$ cat src/rtl/search_drive.sv
// search_drive: serpentine search-pattern H-bridge driver.
// Sweeps forward, stop, pivot, stop with the pivot direction alternating
// each leg. Every direction change passes through a timed all-off stop.
// Optional soft start on forward legs is enabled by defining SEARCH_RAMP_EN.
module search_drive #(
  parameter int PRESCALE   = 4,
  parameter int FWD_TICKS  = 10,
  parameter int TURN_TICKS = 3,
  parameter int STOP_TICKS = 2,
  parameter int RAMP_STEP  = 16
) (
  input  logic       clk,
  input  logic       rst_n,
  input  logic       enable_search,
  input  logic [7:0] duty,
  output logic [3:0] motor_in,
  output logic       pwm_en,
  output logic       search_busy,
  output logic [7:0] leg_count
);

  typedef enum logic [2:0] {
    StIdle,
    StForward,
    StStopF,
    StTurn,
    StStopT,
    StHalt
  } state_e;

  localparam int PW = (PRESCALE > 2) ? $clog2(PRESCALE) : 1;
  localparam logic [PW-1:0] PreMax  = PW'(PRESCALE - 1);
  localparam logic [15:0]   FwdMax  = 16'(FWD_TICKS - 1);
  localparam logic [15:0]   TurnMax = 16'(TURN_TICKS - 1);
  localparam logic [15:0]   StopMax = 16'(STOP_TICKS - 1);

  localparam logic [3:0] CodeFwd   = 4'b1010;
  localparam logic [3:0] CodeLeft  = 4'b0110;
  localparam logic [3:0] CodeRight = 4'b1001;
  localparam logic [3:0] CodeOff   = 4'b0000;

  state_e        state_q, state_d;
  logic          en_q;
  logic [PW-1:0] pre_q, pre_d;
  logic [15:0]   tick_q, tick_d;
  logic          abort_q, abort_d;
  logic          turn_left_q, turn_left_d;
  logic [7:0]    leg_q, leg_d;
  logic [7:0]    pc_q, pc_d;
  logic [7:0]    cur_duty_q, cur_duty_d;
  logic [3:0]    motor_q, motor_d;
  logic          pwm_q, pwm_d;
  logic          busy_q, busy_d;

  logic          lastTick;
  logic          expire;
  logic          stateChange;
  logic          enterFwd;
  logic          enterTurn;
  logic [15:0]   tickMax;

`ifdef SEARCH_RAMP_EN
  logic [7:0]    target_q, target_d;
  logic [8:0]    rampSum;
`endif

  // Next-state, timing, counters and the registered-output values, all
  // derived from the state being entered so outputs line up with the state.
  always_comb begin
    state_d     = state_q;
    abort_d     = abort_q;
    turn_left_d = turn_left_q;
    leg_d       = leg_q;
    cur_duty_d  = cur_duty_q;
    pre_d       = pre_q;
    tick_d      = tick_q;
    motor_d     = CodeOff;
`ifdef SEARCH_RAMP_EN
    target_d    = target_q;
    rampSum     = {1'b0, cur_duty_q} + 9'(RAMP_STEP);
`endif

    lastTick = (pre_q == PreMax);
    tickMax  = StopMax;
    case (state_q)
      StForward: tickMax = FwdMax;
      StTurn:    tickMax = TurnMax;
      default:   tickMax = StopMax;
    endcase
    expire = lastTick && (tick_q == tickMax);

    case (state_q)
      StIdle: begin
        if (en_q) begin
          state_d     = StForward;
          leg_d       = 8'd0;
          turn_left_d = 1'b1;
        end
      end
      StForward: begin
        if (!en_q) begin
          state_d = StHalt;
        end else if (expire) begin
          state_d = StStopF;
        end
      end
      StStopF: begin
        if (expire) begin
          state_d = (abort_q || !en_q) ? StIdle : StTurn;
        end
      end
      StTurn: begin
        if (!en_q) begin
          state_d = StHalt;
        end else if (expire) begin
          state_d     = StStopT;
          leg_d       = leg_q + 8'd1;
          turn_left_d = !turn_left_q;
        end
      end
      StStopT: begin
        if (expire) begin
          state_d = (abort_q || !en_q) ? StIdle : StForward;
        end
      end
      StHalt: begin
        if (expire) begin
          state_d = StIdle;
        end
      end
      default: state_d = StIdle;
    endcase

    stateChange = (state_d != state_q);
    enterFwd    = stateChange && (state_d == StForward);
    enterTurn   = stateChange && (state_d == StTurn);

    if (stateChange || (state_q == StIdle)) begin
      pre_d  = '0;
      tick_d = 16'd0;
    end else if (lastTick) begin
      pre_d  = '0;
      tick_d = tick_q + 16'd1;
    end else begin
      pre_d  = pre_q + PW'(1);
    end

    if (stateChange) begin
      abort_d = 1'b0;
    end else if (((state_q == StStopF) || (state_q == StStopT)) && !en_q) begin
      abort_d = 1'b1;
    end

`ifdef SEARCH_RAMP_EN
    if (enterFwd) begin
      cur_duty_d = 8'd0;
      target_d   = duty;
    end else if (enterTurn) begin
      cur_duty_d = duty;
    end else if ((state_q == StForward) && (state_d == StForward) && lastTick) begin
      cur_duty_d = (rampSum >= {1'b0, target_q}) ? target_q : rampSum[7:0];
    end
`else
    if (enterFwd || enterTurn) begin
      cur_duty_d = duty;
    end
`endif

    pc_d = pc_q + 8'd1;

    case (state_d)
      StForward: motor_d = CodeFwd;
      StTurn:    motor_d = turn_left_d ? CodeLeft : CodeRight;
      default:   motor_d = CodeOff;
    endcase

    busy_d = (state_d != StIdle);
    pwm_d  = ((state_d == StForward) || (state_d == StTurn)) && (pc_d < cur_duty_d);
  end

  // State register with registered outputs; reset drops the bridge immediately.
  always_ff @(posedge clk or negedge rst_n) begin
    if (!rst_n) begin
      state_q     <= StIdle;
      en_q        <= 1'b0;
      pre_q       <= '0;
      tick_q      <= 16'd0;
      abort_q     <= 1'b0;
      turn_left_q <= 1'b1;
      leg_q       <= 8'd0;
      pc_q        <= 8'd0;
      cur_duty_q  <= 8'd0;
      motor_q     <= CodeOff;
      pwm_q       <= 1'b0;
      busy_q      <= 1'b0;
`ifdef SEARCH_RAMP_EN
      target_q    <= 8'd0;
`endif
    end else begin
      state_q     <= state_d;
      en_q        <= enable_search;
      pre_q       <= pre_d;
      tick_q      <= tick_d;
      abort_q     <= abort_d;
      turn_left_q <= turn_left_d;
      leg_q       <= leg_d;
      pc_q        <= pc_d;
      cur_duty_q  <= cur_duty_d;
      motor_q     <= motor_d;
      pwm_q       <= pwm_d;
      busy_q      <= busy_d;
`ifdef SEARCH_RAMP_EN
      target_q    <= target_d;
`endif
    end
  end

  assign motor_in    = motor_q;
  assign pwm_en      = pwm_q;
  assign search_busy = busy_q;
  assign leg_count   = leg_q;

endmodule

$ cat config.mk
export PLATFORM = sky130hd
export DESIGN_NAME = search_drive
export DESIGN_NICKNAME = d
export VERILOG_FILES = /design/src/rtl/search_drive.sv
export SDC_FILE = /design/constraint.sdc
export NUM_CORES = 1
export LEC_CHECK = 0
export CAP_MARGIN = 0
export CORE_MARGIN = 4
export CORE_UTILIZATION = 42
export CTS_CLUSTER_SIZE = 10
export DETAILED_ROUTE_END_ITERATION = 10
export MAX_ROUTING_LAYER = met4
export PLACE_DENSITY_LB_ADDON = 0.05
export SYNTH_ARGS = -nofsm -noshare
export SYNTH_HDL_FRONTEND = slang
export SYNTH_SLANG_ARGS = --single-unit
$ cat constraint.sdc
create_clock -name clk -period 10.7 [get_ports clk]
set_input_delay 1.07 -clock clk [delete_from_list [all_inputs] [get_ports clk]]
set_output_delay 1.07 -clock clk [all_outputs]
set_load 0.1 [all_outputs]
==> qor.csv <==
stage;metric;value;unit
timing;setup_slack;6.977;ns
place;io_buffer_count;24;
setup_path;worstSetupStartpointType;flip-flop;
clocking;cts-root-buf;clkbuf_8;
global_routing;grt_max_degree;55;
setup_path;crit_path_end_kind;flip-flop;
floorplanning;core;6907;um^2
yosys;ys_warn_count;0;
drt;wl_per_cell;14.42;um
yosys;synthXorXnorAreaFrac;0.08035;
finish;fin_nets;342;
yosys;yosys.area.top_type_share;0.4368;
yosys;yosys-top-cells-area;dfrtp_1 (44%), ha_1 (4.5%), mux2_2 (4.1%);
timing;drv_slew;0;
floorplanning;die_w;93.03;um
clocking;cts_buffers;5;
clocking;cts_setup_buffers;0;
yosys;synth_nets;318;
run_status;status;finished, final reports clean;
floorplanning;rows;30;
finish;instances_no_fill;417;
yosys;synth-edff-count;0;
clocking;clock-sinks;54;
setup_path;critPathSlowestCell;nor4b_1;
setup_path;worst-endpoint-arrival;3.93;ns
timing;skew;0.004724;ns
floorplanning;ios;25;
floorplanning;die-area;8655;um^2
setup_path;critPathBufInv;1;
yosys;synth.area.mux_share;0.07540;
setup_path;crit_chain;ha_1 -> nor4b_1 -> nor4b_1 -> nand4bb_1 -> a2111oi_0 -> nor2_1 -> buf_4 -> mux2i_1 -> ha_1 -> nor2b_1 -> nand2_1 -> a22oi_1 -> o21ai_0 -> a211o_1 -> nor4_1;
yosys;synth-adder-area-share;0.04532;
floorplanning;initial_core_util;0.4397;
yosys;postSynth.asyncResetShare;1.000;
yosys;synth_compound_area_frac;0.07623;
yosys;postSynthAreaPerCell;10.26;um^2
yosys;synth-simple-area-share;0.2439;
finish;diodes;0;
yosys;synthFlopType;dfrtp_1;
drt;first_pass_iters;4;
finish;final_util;0.4978;
global_routing;grt_antenna_before_repair;0;
drt;drtAntennaViolNets;0;
job;cap_violations;0;
global_routing;first_global_vias;2115;
finish;ff_latch_area;1353;um^2
timing;grt_setup_unrepaired;false;
setup_path;critPathRequiredTime;10.91;ns
clocking;clk_pin_slew;0.09;ns
place;place_congestion;0.7687;
drt;drtIter0Drc;67;
place;hpwl;4236;um
timing;period_minus_slack;3.723;ns
setup_path;path_delay_family;simple AND/OR/NAND/NOR gates;
clocking;cts_resized;0;
clocking;clock_path_buffers;2;
finish;area_growth;13.23;%
clocking;ctsHtreeMaxLevel;2;
floorplanning;die-height;93.03;um
yosys;ys_seq_area_frac;0.4454;
setup_path;critPathKind;flip-flop to flip-flop;
yosys;synth_cell_type_count;53;
yosys;synth-seq-cells;54;
yosys;syn_inst;296;
drt;vias_per_cell;5.309;
finish;design_area;3438;um^2
yosys;synth_commonest_cells;dfrtp_1 (53), nand2_1 (25), nor2_1 (23);
drt;finalWirelength;6013;um
yosys;netlist.top_cell.by_area;dfrtp_1;
drt;routed-via-count;2214;
finish;fillers;672;
pwr;leakage;1.520;nW
place;placed_cell_area;3358;um^2
yosys;post-synth-top-count-cell;dfrtp_1;
yosys;synth_top_family_by_area;simple AND/OR/NAND/NOR gates;
hold_path;hp-class;flip-flop to flip-flop;
clocking;cts_tree;yes;
setup_path;path_max_fanout;18;
yosys;syn_area;3037;um^2
pwr;ir_drop;0.00009048;V
finish;multi_input_area;1583;um^2
timing;period_share;0.3480;
timing;worstMarginPinSlew;0.9821;ns
timing;tns;0;ns
pwr;power_density;179.6;nW/um^2
global_routing;grt.total_usage;0.1518;
finish;drive_gt1_frac;0.1121;
timing;setup_viol_count_final;0;
place;dp_slack;7.018;ns
global_routing;grt_pass1_wl;10360;um
timing;slew_headroom;0.3432;
setup_path;max_stage_delay;0.43;ns
clocking;ctsHoldBuffers;0;
timing;hold_viol_final;0;
drt;drc;0;
global_routing;grt_overflow;0;
timing;fmax;268.6;MHz
place;dp_cells;409;
clocking;insertion_delay;0.30;ns
## per-layer routing
metal	vias to the layer above	wire length, um	global-route usage
met5	-	0	-
met4	0	42	0.03297
met3	5	181	0.02735
met2	32	2646	0.2238
met1	1063	3142	0.2197
li1	1114	-	-
## path summary, 6_finish.rpt
| kind | start | endpoint | slack, ns | cells after the start |
|---|---|---|---|---|
| min | pre_q[0] | pre_q[0] | 0.45 | 1 |
| max in group asynchronous | rst_n | tick_q[1] | 9.36 | 2 |
| min reg2reg | pre_q[0] | pre_q[0] | 0.45 | 1 |
| max | pre_q[0] | pwm_en | 6.98 | 15 |
| max reg2reg | pre_q[0] | pwm_en | 6.98 | 15 |
| min in group asynchronous | rst_n | motor_in[1] | 0.88 | 2 |
## per-stage QoR
stage	total power, W	hold slack (ns)
floorplan	0.0004586	0.4179
global placement	0.0005087	0.4270
detailed placement	0.0005141	0.4383
CTS	0.0006242	0.4508
global route	0.0006650	0.4822
finish	0.0006175	0.4489
## cells in the final DEF, fill, tap and decap left out, types with 5 or more instances in the layout
| master | count |
|---|---|
| dfrtp_1 | 53 |
| nor4_1 | 6 |
| mux2i_1 | 9 |
| nand2b_1 | 5 |
| nand3_1 | 11 |
| nand4_1 | 7 |
| ha_1 | 11 |
| inv_1 | 10 |
| clkbuf_8 | 5 |
| nand2_1 | 25 |
| nor2_1 | 23 |
| xor2_1 | 13 |
| nor3_1 | 19 |
| mux2_2 | 11 |
| xnor2_1 | 13 |
| clkdlybuf4s50_1 | 23 |
| a21oi_1 | 7 |
## report_power, final
part	switching, W	internal [W]	leakage [nW]
sequential	0.0000303	0.000236	0.693
clock	0.0000628	0.0000467	0.0395
combinational	0.000142	0.0000989	0.787
## cells by family after synthesis
logic type | after synthesis
flip-flops | 54
AO/OA/AOI/OAI | 31
AND/OR/NAND/NOR | 131
adder cells (fa/ha/maj) | 11
multiplexers | 21
buffers and inverters | 21
XOR/XNOR | 27
## sequential cells by signal, indices dropped and copies added (netlist names)
| signal | count |
|---|---|
| abort_q | 1 |
| cur_duty_q | 8 |
| en_q | 1 |
| leg_count | 8 |
| motor_in | 4 |
| pc_q | 8 |
| pre_q | 2 |
| pwm_en | 1 |
| search_busy | 1 |
| state_q | 3 |
| tick_q | 16 |
| turn_left_q | 1 |
## layout make-up
cell class	instances	area share
well taps	96	0.03493
flip-flops and latches	54	0.3934
repair buffers	28	0.07715
multi-input cells	221	0.4603
inverters	10	0.01092
clock buffers	8	0.02329
(Power assumes the default switching activity.)
